[src/rtl/salsa_state_feed.sv]
// Salsa20 input-matrix feeder: streams 16 words per start, then bumps the block counter.
// First word 1 cycle after start; words hold stable while take is low, config is frozen while busy.
module salsa_state_feed #(
  parameter int unsigned KEY128 = 0,
  parameter int unsigned CTR_W  = 64
) (
  input  logic        clk,
  input  logic        reset,
  input  logic        cfg_we,
  input  logic [3:0]  cfg_addr,
  input  logic [31:0] cfg_data,
  input  logic        start,
  input  logic        take,
  output logic        valid,
  output logic [31:0] data_out,
  output logic [3:0]  word_idx,
  output logic        busy,
  output logic        done,
  output logic        ctr_wrap
);

  localparam logic [31:0] C0      = 32'h61707865;
  localparam logic [31:0] C1_256  = 32'h3320646e;
  localparam logic [31:0] C1_128  = 32'h3120646e;
  localparam logic [31:0] C2_256  = 32'h79622d32;
  localparam logic [31:0] C2_128  = 32'h79622d36;
  localparam logic [31:0] C3      = 32'h6b206574;

  typedef enum logic {IDLE, SEND} state_t;

  state_t             state;
  logic [31:0]        key   [8];
  logic [31:0]        nonce [2];
  logic [CTR_W-1:0]   ctr;
  logic               cfg_ok;

  assign cfg_ok = cfg_we && !busy;

  always_ff @(posedge clk or posedge reset) begin
    if (reset) begin
      for (int i = 0; i < 8; i++) key[i] <= '0;
      nonce[0] <= '0;
      nonce[1] <= '0;
    end else if (cfg_ok) begin
      if (!cfg_addr[3])
        key[cfg_addr[2:0]] <= cfg_data;
      else if (cfg_addr[3:1] == 3'b100)
        nonce[cfg_addr[0]] <= cfg_data;
    end
  end

  // Counter lives in the FSM block: it is written by config in IDLE and
  // incremented on the final accept, never both in the same cycle.
  always_ff @(posedge clk or posedge reset) begin
    if (reset) begin
      state    <= IDLE;
      valid    <= 1'b0;
      busy     <= 1'b0;
      done     <= 1'b0;
      word_idx <= '0;
      ctr      <= '0;
      ctr_wrap <= 1'b0;
    end else begin
      done <= 1'b0;
      case (state)
        IDLE: begin
          if (cfg_we && cfg_addr[3:1] == 3'b101) begin
            if (cfg_addr[0])
              ctr[CTR_W-1:32] <= cfg_data;
            else
              ctr[31:0] <= cfg_data;
            ctr_wrap <= 1'b0;
          end
          if (start) begin
            state    <= SEND;
            busy     <= 1'b1;
            valid    <= 1'b1;
            word_idx <= '0;
          end
        end
        SEND: begin
          if (take) begin
            if (word_idx == 4'd15) begin
              state    <= IDLE;
              busy     <= 1'b0;
              valid    <= 1'b0;
              word_idx <= '0;
              done     <= 1'b1;
              ctr      <= ctr + {{(CTR_W-1){1'b0}}, 1'b1};
              if (&ctr) ctr_wrap <= 1'b1;
            end else begin
              word_idx <= word_idx + 4'd1;
            end
          end
        end
      endcase
    end
  end

  always_comb begin
    data_out = C0;
    case (word_idx)
      4'd0:  data_out = C0;
      4'd1:  data_out = key[0];
      4'd2:  data_out = key[1];
      4'd3:  data_out = key[2];
      4'd4:  data_out = key[3];
      4'd5:  data_out = (KEY128 != 0) ? C1_128 : C1_256;
      4'd6:  data_out = nonce[0];
      4'd7:  data_out = nonce[1];
      4'd8:  data_out = ctr[31:0];
      4'd9:  data_out = ctr[CTR_W-1:32];
      4'd10: data_out = (KEY128 != 0) ? C2_128 : C2_256;
      4'd11: data_out = (KEY128 != 0) ? key[0] : key[4];
      4'd12: data_out = (KEY128 != 0) ? key[1] : key[5];
      4'd13: data_out = (KEY128 != 0) ? key[2] : key[6];
      4'd14: data_out = (KEY128 != 0) ? key[3] : key[7];
      4'd15: data_out = C3;
    endcase
  end

endmodule
[config.mk]
export PLATFORM = sky130hd
export DESIGN_NAME = salsa_state_feed
export DESIGN_NICKNAME = d
export VERILOG_FILES = /design/src/rtl/salsa_state_feed.sv
export SDC_FILE = /design/constraint.sdc
export NUM_CORES = 1
export LEC_CHECK = 0
export CORE_ASPECT_RATIO = 1.5
export CORE_UTILIZATION = 40
export CTS_CLUSTER_SIZE = 8
export DETAILED_ROUTE_END_ITERATION = 16
export SLEW_MARGIN = 10
export SYNTH_ARGS = -nofsm -noshare
export SYNTH_HDL_FRONTEND = slang
export SYNTH_SLANG_ARGS = --single-unit
[constraint.sdc]
create_clock -name clk -period 22.8 [get_ports clk]
set_input_delay 4.56 -clock clk [delete_from_list [all_inputs] [get_ports clk]]
set_output_delay 4.56 -clock clk [all_outputs]
set_load 0.02 [all_outputs]
# Word-level counts from Yosys, hierarchy flattened
# Index checks and enable logic that the tools add are counted.
op_classes:
  order_cmp: 4
  n_bitwise: 4
  reduce_logical: 14
  n_eq_ne: 24
  muxes: 33
  n_addsub: 2
op_table:
  columns: ["operator", "count"]
  rows:
  - ["$pmux 32 s16", 1]
  - ["$bwmux 256", 1]
  - ["$mux 64", 3]
  - ["$mux 32", 4]
  - ["$pmux 64 s2", 1]
  - ["$demux 32 s3", 1]
  - ["$add 64x1->64 const B", 1]
  - ["$bwmux 64", 1]
  - ["$reduce_and 64->1", 1]
  - ["$demux 32 s1", 1]
  - ["$eq 4x4->1 const B", 8]
  - ["$eq 4x3->1 const B", 4]
  - ["$mux 1", 13]
  - ["$mux 4", 3]
  - ["$reduce_and 4->1", 3]
  - ["$ne 2x2->1 const B", 5]
  - ["$eq 4x2->1 const B", 2]
  - ["$pmux 4 s2", 1]
  - ["$eq 3x3->1 const B", 2]
  - ["$pmux 1 s2", 3]
  - ["$reduce_and 3->1", 2]
  - ["$add 4x1->4 const B", 1]
  - ["$eq 4x1->1 const B", 1]
  - ["$ge 4x4->1 const B", 1]
  - ["11 further kinds", 17]
totals:
  register_bits: 392
  input_bits: 41
  out_inout_bits: 40

# Longest topological paths before layout
# Gate-level depths: netlist (run 1).
logic_depth:
  word_depth: 6
  mapped_depth: 10
  depth_no_buf: 8

# Worst setup path before layout (run 1)
# OpenSTA, ideal clock, no wires.
synth_timing:
  path_kind: "register to output"
  startpoint: "register word_idx[0]"
  endpoint: "output port data_out[1]"
  slack_ns: 15.963
  arrival_time_ns: 2.277
  stages_incl_launch_ff: 10
  path_buffers: 3
  path_cell_list: "dfrtp_1 > inv_1 > ha_1 > clkbuf_1 > nand2_1 > nor2_1 > clkbuf_1 > buf_1 > a221oi_1 > nand4_1"
synth_via:
  elab_chain_len: 2
synth_rtl:
  columns: ["element", "line_no", "source"]
  rows:
  - ["start: declaration", "16", "output logic [3:0] word_idx,"]
  - ["start signal: assignment", "92", "word_idx <= word_idx + 4'd1;"]
  - ["$eq 4x4->1 (tied with other cells)", "102", "case (word_idx)"]
  - ["$pmux 32 s16 *", "102", null]
  - ["end: declaration", "15", "output logic [31:0] data_out,"]
# Every way passes the cells marked *; elsewhere a longest branch is shown, timed or not.

# Worst setup path after layout (run 1)
layout_timing:
  startpoint: "register word_idx[1]"
  endpoint: "output port data_out[27]"
# The elaborated chain is that of the path after synthesis.

==> results of run 1 <==
## power groups by stage
stage                     Combinational (µW)  Clock [µW]  Sequential (µW)
after floorplan                          496           0             1020
after global placement                   789           0             1040
after detailed placement                 803           0             1050
after CTS                                808         721             1040
after global routing                     854         749             1070
final                                    807         712             1040
## worst min-delay path: cells and delay by family (launching register included)
| family | cells | cell delay (ns) |
|---|---|---|
| AO/OA/AOI/OAI | 1 | 0.06 |
| flip-flops | 1 | 0.34 |
| AND/OR/NAND/NOR | 1 | 0.05 |
## cells by family after synthesis
| kind of cell | share of synthesized area |
|---|---|
| flip-flops | 0.515 |
| AND/OR/NAND/NOR | 0.103 |
| AO/OA/AOI/OAI | 0.139 |
| multiplexers | 0.205 |
| buffers and inverters | 0.0350 |
| adder cells (fa/ha/maj) | 0.00329 |
## state kept, by name (all words and copies together) (netlist names)
signal,flops
done,1
nonce,64
key,256
ctr,64
ctr_wrap,1
state,1
word_idx,4
busy,1
## layout make-up
type | instances | share of cell area
Sequential cell | 392 | 0.452
Clock inverter | 2 | 0.00133
Tap cell | 594 | 0.0343
Clock buffer | 57 | 0.0638
Inverter | 17 | 0.00329
Multi-Input combinational cell | 1096 | 0.397
Timing Repair Buffer | 112 | 0.0480
## cell usage in the layout, fill, tap and decap left out, drive strengths merged, types with 9 or more instances in the layout
master,n
dfrtp,392
mux2,315
nand2,89
clkdlybuf4s50,80
nand3,76
nor2,65
a21oi,64
o21ai,58
a221oi,58
clkbuf,57
a22o,45
mux2i,35
nand4,35
a22oi,33
buf,32
o22ai,31
nor3,29
and3,22
inv,19
a222oi,17
a211oi,13
and2,10
and4,9
or3,9
## layer usage
metal	GRT usage	vias up	part of all wire
li1	-	6239	-
met1	0.349	7735	0.40
met2	0.444	674	0.48
met3	0.0477	180	0.073
met4	0.144	0	0.054
met5	0	-	0
## final timing paths
check | start | to | slack [ns] | cells after the start
hold / removal | key[224] | key[224] | 0.49 | 2
hold reg to reg | key[224] | key[224] | 0.49 | 2
setup reg to reg | word_idx[0] | ctr[14] | 19.30 | 9
setup / recovery | word_idx[1] | data_out[27] | 13.92 | 10
max in group asynchronous | reset | key[136] | 14.97 | 5
min in group asynchronous | reset | key[216] | 4.56 | 2
## stage by stage
step / hold slack (ns) / std cells / setup WS, ns / power, µW / utilization
5_1_grt: 0.508 / 2270 / 13.77 / 2670 / 0.463
3_5_place_dp: 0.475 / 2211 / 14.26 / 1850 / 0.433
4_1_cts: 0.486 / 2270 / 14.00 / 2570 / 0.463
3_3_place_gp: 0.463 / 2211 / 14.31 / 1830 / 0.433
6_report: 0.488 / 2270 / 13.92 / 2560 / 0.463
2_1_floorplan: 0.449 / 1655 / 7.34 / 1510 / -
==> metrics.cfg, run 1 <==
[worst_setup_path]
path_delay_family=buffers and inverters
path_class=flip-flop to output pin
cpPeakStageDelay_ns=0.70
cp.buffers_inverters=4
path_cells=inv_1 > ha_1 > inv_1 > nor3_2 > buf_4 > a22oi_1 > nand3_1 > a221oi_1 > nand3_1 > clkdlybuf4s50_1
startpoint_type=flip-flop
required_ns=18.24
crit_arrival_ns=4.32
cp-end-kind=output pin
critPathMaxFanout=17
cpMaxStageDelayCell=ha_1

[clock_network]
htree_levels=2
cts.sinks=392
cts_buffers=54
cts_tree=yes
cts.path.max_buffers=3
clock_latency_ns=0.59
post_cts_resized=0
holdBufCountCts=0
post_cts_buffers=0
cts-root-buf=clkbuf_16
path_clk_slew_ns=0.05

[power]
pwr-share-comb=0.315
clkPwrFrac=0.278
p_switching_uw=860
p_leak_uw=0.00917
vdd_ir_drop_max_mv=0.0596
p_seq_frac=0.407
cellInternalPower_uw=1700
p_per_area_mw_per_mm2=118
switching_share=0.336

[timing]
slew_headroom=0.0996
rsz0062_at_grt=false
hold_violations=0
maxSlewViolCount=0
timing.setup.tns_ns=0
fmax_mhz=113
skew_ns=0.0119
post-route-period-util=0.390
setup_viol=0
worstMarginPinSlew_ns=1.35
finalCriticalPeriod_ns=8.88

[routing]
first_pass_iters=5
vias_per_cell=6.53
drtAntennaViolNets=0
drc=0
vias=14828
routedWlPerCell_um=29.1
routed_wirelength_mm=66.1
drt_iter0_markers=1455

[layout]
antennaDiodeCount=0
nFillCells=4249
multi_input_area_mm2=0.00861
final_area_mm2=0.0217
area_delta_synth_final_pct=13.9
register_area_mm2=0.00981
drive_above_1_share=0.266
nets=1719

[synthesis]
synth_common_cells=dfrtp_1, mux2_2, clkbuf_1, nand2_1, nand3_1
netlist_top_cells_area=dfrtp_1, mux2_2, a221oi_1, clkbuf_1, a22o_1
async_flop_share=1.00
synth_fp_nets=1701
netlist_area_mm2=0.0190
syn_inst=1655
avgSynthCellArea_um2=11.5
synth_cell_type_count=63
ys_warn_count=0
yosysTopAreaCell=dfrtp_1
yosys.cell_count.top_type=dfrtp_1
synth_top_area_share=0.515
synthFlopType=dfrtp_1
ys_ff_latch=392
yosysSeqAreaShare=0.515
synth_edf_count=0

[global_routing]
antenna_found_initial=0
grt_pass1_wl_mm=99.0
grt_overflow=0
grt_pass1_vias=14964
grt_max_degree=118
grt_use_total=0.273

[floorplan]
fp.dieArea_mm2=0.0485
dieHeight_um=269
io_pins=81
row_count=97
start_util=0.406
core_area_mm2=0.0468
die_w_um=180

[placed_design]
gp_congestion=0.882
placed_cell_area_mm2=0.0203
portBuffers=80
dp_hpwl_mm=41.5

[worst_hold_path]
hp-class=flip-flop to flip-flop

[run]
drv_cap=0

[outcome]
outcome=completed

Power figures use the tool's default switching activity.
==> run 2: changes to the inputs <==
- clock period: 22.8 -> 7.6 ns (I/O delays scaled with it)
==> run 2 against run 1 <==
Against the previous run: sequential share of layout area fell by 0.062 points; setup slack got worse by 12 ns; combinational power rose to 2.9 times the previous value; design area rose by 0.14%; via count barely moved; register-to-register slack got worse by 15 ns; critical path type unchanged; critical endpoint is now data_out[13]; highest routed layer is now met5.
==> metrics.cfg, run 2 (same netlist as run 1, synthesis figures left out) <==
[outcome]
outcome=completed

[routing]
vias=14838  ; +0.067%
top_layer=met5
routedWlPerCell_um=29.3  ; +0.73%
drc=0  ; unchanged
drtAntennaViolNets=0  ; unchanged
dr_wl_met3_mm=5.04  ; +4.0%
first_pass_iters=6  ; +1
wl_met1_mm=26.2  ; -0.42%
routed_wirelength_mm=66.6  ; +0.78%
drt_iter0_markers=1573  ; +8.1%
vias_per_cell=6.53  ; about the same
met2_length_mm=32.0  ; +1.9%

[timing]
maxSlewViolCount=0  ; unchanged
setup_viol=0  ; unchanged
worstMarginPinSlew_ns=1.15  ; -0.199 ns
hold_violations=0  ; unchanged
slew_headroom=0.234  ; +0.134
skew_ns=0.00969  ; -0.00226 ns
fmax_mhz=170
finalCriticalPeriod_ns=5.89
rsz0062_at_grt=false
post-route-period-util=0.775
timing.setup.tns_ns=0  ; unchanged

[power]
cellInternalPower_uw=5120  ; +200%
p_switching_uw=2610  ; +200%
switching_share=0.337  ; +0.00192
p_seq_frac=0.412  ; +0.005
p_per_area_mw_per_mm2=356  ; +200%
totalPowerFinal_uw=7720  ; +200%
clkPwrFrac=0.279  ; about the same
p_leak_uw=0.00917  ; about the same
pwr-share-comb=0.309  ; -0.006
vdd_ir_drop_max_mv=0.181  ; +200%

[global_routing]
grt_max_degree=157  ; +33%
antenna_found_initial=2  ; +2
grt_overflow=0  ; unchanged
grt_pass1_vias=15010  ; +0.31%
grt_pass1_wl_mm=99.3  ; +0.28%
grt_use_total=0.274  ; +0.000426

[worst_setup_path]
path_class=flip-flop to output pin
critPathMaxFanout=18  ; +1
cpMaxStageDelayCell=nor3_2
path_cells=inv_1 > ha_1 > inv_1 > nor3_2 > buf_4 > a22o_1 > a221oi_1 > nand4_1 > clkdlybuf4s50_1
required_ns=6.08  ; -12.16 ns
crit_arrival_ns=4.37  ; +0.05 ns
critical_path.most_common_cell=inv_1
cp.buffers_inverters=4  ; unchanged
startpoint_type=flip-flop
path_delay_family=buffers and inverters
cp-end-kind=output pin
cpPeakStageDelay_ns=0.77  ; +0.07 ns

[placed_design]
portBuffers=80  ; unchanged
dp_hpwl_mm=41.5  ; +0.11%
gp_congestion=0.949  ; +7.6%

[clock_network]
holdBufCountCts=0  ; unchanged
cts-root-buf=clkbuf_16
cts_tree=yes
cts.path.max_buffers=3  ; unchanged
post_cts_resized=0  ; unchanged
cts_buffers=54  ; unchanged
post_cts_buffers=0  ; unchanged
path_clk_slew_ns=0.05  ; about the same
clock_latency_ns=0.58  ; about the same
cts.sinks=392  ; unchanged
htree_levels=2  ; unchanged

[floorplan]
die_w_um=180  ; unchanged
fp.dieArea_mm2=0.0485  ; unchanged
start_util=0.406  ; unchanged
row_count=97  ; unchanged
core_area_mm2=0.0468  ; unchanged
io_pins=81  ; unchanged
dieHeight_um=269  ; unchanged

[run]
drv_cap=0  ; unchanged

[layout]
mostFrequentLayoutCell=dfrtp_1
antennaDiodeCount=0  ; unchanged
nets=1719  ; unchanged
area_delta_synth_final_pct=14.1
top_regs=key (256), ctr (64), nonce (64)
drive_above_1_share=0.267  ; +0.000438
largest_register_ff_count=256  ; unchanged
final_cell_mix=dfrtp_1, mux2_2, nand2_1
top_register=key

[worst_hold_path]
hp-class=flip-flop to flip-flop

-- run 2: cell types whose count changed in the layout (fill, tap and decap cells not counted), sizes merged --
cell      before  now
clkinvlp       0    1
inv           19   18
clkbuf        57   58
-- run 2: stage by stage --
stage / setup WS [ns] / area, µm² / hold slack, ns / util / instances
after detailed placement: 2.37 / 20300 / 0.478 / 0.433 / 2211
after floorplan: 0.806 / 19000 / 0.449 / - / 1655
after global routing: 1.58 / 21700 / 0.510 / 0.464 / 2271
after global placement: 2.34 / 20300 / 0.463 / 0.433 / 2211
final: 1.71 / 21700 / 0.485 / 0.464 / 2271
after CTS: 1.77 / 21700 / 0.487 / 0.464 / 2271
-- run 2: worst paths after layout --
kind | start | end | slack [ns] | depth (start not counted)
worst max-delay path | word_idx[1] | data_out[13] | 1.71 | 9
worst min-delay path | key[160] | key[160] | 0.48 | 2
worst max register to register | word_idx[1] | ctr[14] | 4.04 | 9
worst min register to register | key[160] | key[160] | 0.48 | 2
max in group asynchronous | reset | word_idx[3] | 4.65 | 3
min in group asynchronous | reset | key[245] | 1.53 | 2
-- run 2: per-layer routing --
layer	track usage	up-vias
li1	-	6249
met1	0.349	7655
met2	0.451	741
met3	0.0457	191
met4	0.136	2
met5	0	-
-- run 2: power by group through the flow --
stage	registers, µW	logic (µW)	clock network, µW
3_3_place_gp	3170	2340	0
4_1_cts	3170	2390	2180
6_report	3180	2380	2160
3_5_place_dp	3200	2380	0
5_1_grt	3260	2520	2260
2_1_floorplan	3060	1490	0
-- run 2: layout make-up --
class	count	area, µm²
Multi-Input combinational cell	1096	8610
Clock buffer	58	1390
Sequential cell	392	9810
Clock inverter	2	28.8
Fill cell	4312	25100
Timing Repair Buffer	112	1070
Inverter	17	67.6
Tap cell	594	743
-- run 2: worst reg2reg max path, delay by kind of cell, from the launching register on --
kind	cells	cell delay, ns
and+or+nand+nor	3	0.81
AOI/OAI and AO/OA	3	0.50
adders and majority gates	1	0.75
DFF	1	0.45
buffers and inverters	2	0.95
==> run 3: changes to the inputs <==
- clock period: 7.6 -> 4.8 ns (I/O delays scaled with it)
==> run 3 against run 2 <==
Against the previous run: non-clock buffer count grew 29; combinational power is 64% higher; first-iteration DRC count down 8.7%; clock power increased by 55%; design area increased by 1.2%; total power up 59%; clock-buffer cell count shrank 2; routed wire length is 0.18% higher; hold slack improved by 0.0083 ns; flip-flop and latch count unchanged; highest routed layer is now met4.
==> metrics.cfg, run 3 (same netlist as run 1, synthesis figures left out) <==
[outcome]
outcome=completed

[timing]
finalCriticalPeriod_ns=4.72
rsz0062_at_grt=false
slew_headroom=0.284  ; +0.0508
fmax_mhz=212
whs_ns=0.493  ; +0.00831 ns
skew_ns=0.0255  ; +0.0159 ns
post-route-period-util=0.984
maxSlewViolCount=0  ; unchanged
setup_viol=0  ; unchanged
timing.setup.tns_ns=0  ; unchanged
worstMarginPinSlew_ns=1.07  ; -0.0746 ns
hold_violations=0  ; unchanged

[clock_network]
holdBufCountCts=0  ; unchanged
cts.sinks=392  ; unchanged
cts-root-buf=clkbuf_16
post_cts_resized=0  ; unchanged
cts_tree=yes
post_cts_buffers=0  ; unchanged
clock_latency_ns=0.59  ; about the same
path_clk_slew_ns=0.05  ; about the same
cts.path.max_buffers=3  ; unchanged
cts_buffers=54  ; unchanged
htree_levels=2  ; unchanged

[layout]
final_area_mm2=0.0220  ; +1.2%
area_delta_synth_final_pct=15.5
drive_above_1_share=0.278  ; +0.0116
top_regs=key (256), ctr (64), nonce (64)
final_cell_mix=dfrtp_1, mux2_2, nand2_1
largest_register_ff_count=256  ; unchanged
layout.cells.non_filler=2298  ; +1.2%
nets=1748  ; +1.7%
top_register=key
antennaDiodeCount=0  ; unchanged
mostFrequentLayoutCell=dfrtp_1
nFillCells=4238  ; -1.7%

[routing]
drtAntennaViolNets=0  ; unchanged
routedWlPerCell_um=29.0  ; -1.0%
vias=14862  ; +0.16%
routed_wirelength_mm=66.7  ; +0.18%
drt_iter0_markers=1436  ; -8.7%
first_pass_iters=6  ; unchanged
drc=0  ; unchanged
vias_per_cell=6.47  ; -1.0%

[floorplan]
io_pins=81  ; unchanged
dieHeight_um=269  ; unchanged
fp.dieArea_mm2=0.0485  ; unchanged
core_area_mm2=0.0468  ; unchanged
die_w_um=180  ; unchanged
row_count=97  ; unchanged
start_util=0.406  ; unchanged

[worst_setup_path]
cp-end-kind=output pin
cpMaxStageDelayCell=clkdlybuf4s50_1
critPathMaxFanout=12  ; -6
path_class=flip-flop to output pin
crit_arrival_ns=3.76  ; -0.61 ns
cpPeakStageDelay_ns=0.56  ; -0.21 ns
path_cells=inv_1 > ha_1 > and3_2 > buf_12 > a22oi_1 > nand3_1 > a221oi_1 > nand3_1 > clkdlybuf4s50_1
critical_path.most_common_cell=nand3_1
startpoint_type=flip-flop
required_ns=3.84  ; -2.24 ns

[global_routing]
grt_pass1_wl_mm=99.7  ; +0.37%
grt_max_degree=164  ; +4.5%
grt_use_total=0.276  ; +0.00187
grt_overflow=0  ; unchanged
grt_pass1_vias=14848  ; -1.1%
antenna_found_initial=0  ; -2

[placed_design]
placed_cell_area_mm2=0.0206  ; +1.4%
portBuffers=80  ; unchanged
dp_hpwl_mm=43.0  ; +3.6%
dp_cells=2240  ; +1.3%
gp_congestion=0.942  ; -0.70%

[worst_hold_path]
hp-class=flip-flop to flip-flop

[power]
totalPowerFinal_uw=12300  ; +59%
p_leak_uw=0.00932  ; +1.7%
vdd_ir_drop_max_mv=0.351  ; +94%
p_per_area_mw_per_mm2=560  ; +57%

[run]
drv_cap=0  ; unchanged

[run 3: path summary, 6_finish.rpt]
kind / to / from / cells past startpoint / slack (ns)
worst max-delay path: data_out[20] / word_idx[1] / 9 / 0.08
worst min-delay path: nonce[0] / nonce[0] / 2 / 0.49
worst max register to register: ctr[11] / word_idx[0] / 10 / 1.46
worst min register to register: nonce[0] / nonce[0] / 2 / 0.49
max in group asynchronous: nonce[4] / reset / 3 / 2.88
min in group asynchronous: key[245] / reset / 3 / 0.99
[run 3: where the power goes]
| part | switching (µW) | internal (µW) |
|---|---|---|
| Combinational | 2090 | 1810 |
| Clock | 1380 | 1970 |
| Sequential | 675 | 4370 |
| Total | 4150 | 8160 |
[run 3: area by class of cell]
| type | instances | area (µm²) | share of cell area |
|---|---|---|---|
| flip-flops and latches | 392 | 9820 | 0.446 |
| multi-input cells | 1096 | 8610 | 0.391 |
| clock buffers | 56 | 1360 | 0.0618 |
| repair buffers | 141 | 1360 | 0.0618 |
| well taps | 594 | 743 | 0.0338 |
| inverters | 17 | 67.6 | 0.00307 |
| clock inverters | 2 | 36.3 | 0.00165 |
[run 3: routing by layer]
metal  wire length, µm  GRT usage
met2             31600      0.445
met5                 0          0
met4              3430      0.139
met1             26600      0.361
met3              5070     0.0413
[run 3: critical path: cells and delay by family, from the launching register on]
kind	cells	cell delay [ns]
DFF	1	0.43
and+or+nand+nor	3	0.83
adders and majority gates	1	0.38
AOI/OAI and AO/OA	2	0.66
buffers and inverters	3	0.85
[run 3: through the flow]
step | utilization | setup slack, ns
floorplan | - | -1.43
global placement | 0.439 | 0.665
detailed placement | 0.439 | 0.702
CTS | 0.469 | 0.0657
global route | 0.469 | 0.0542
finish | 0.469 | 0.0791
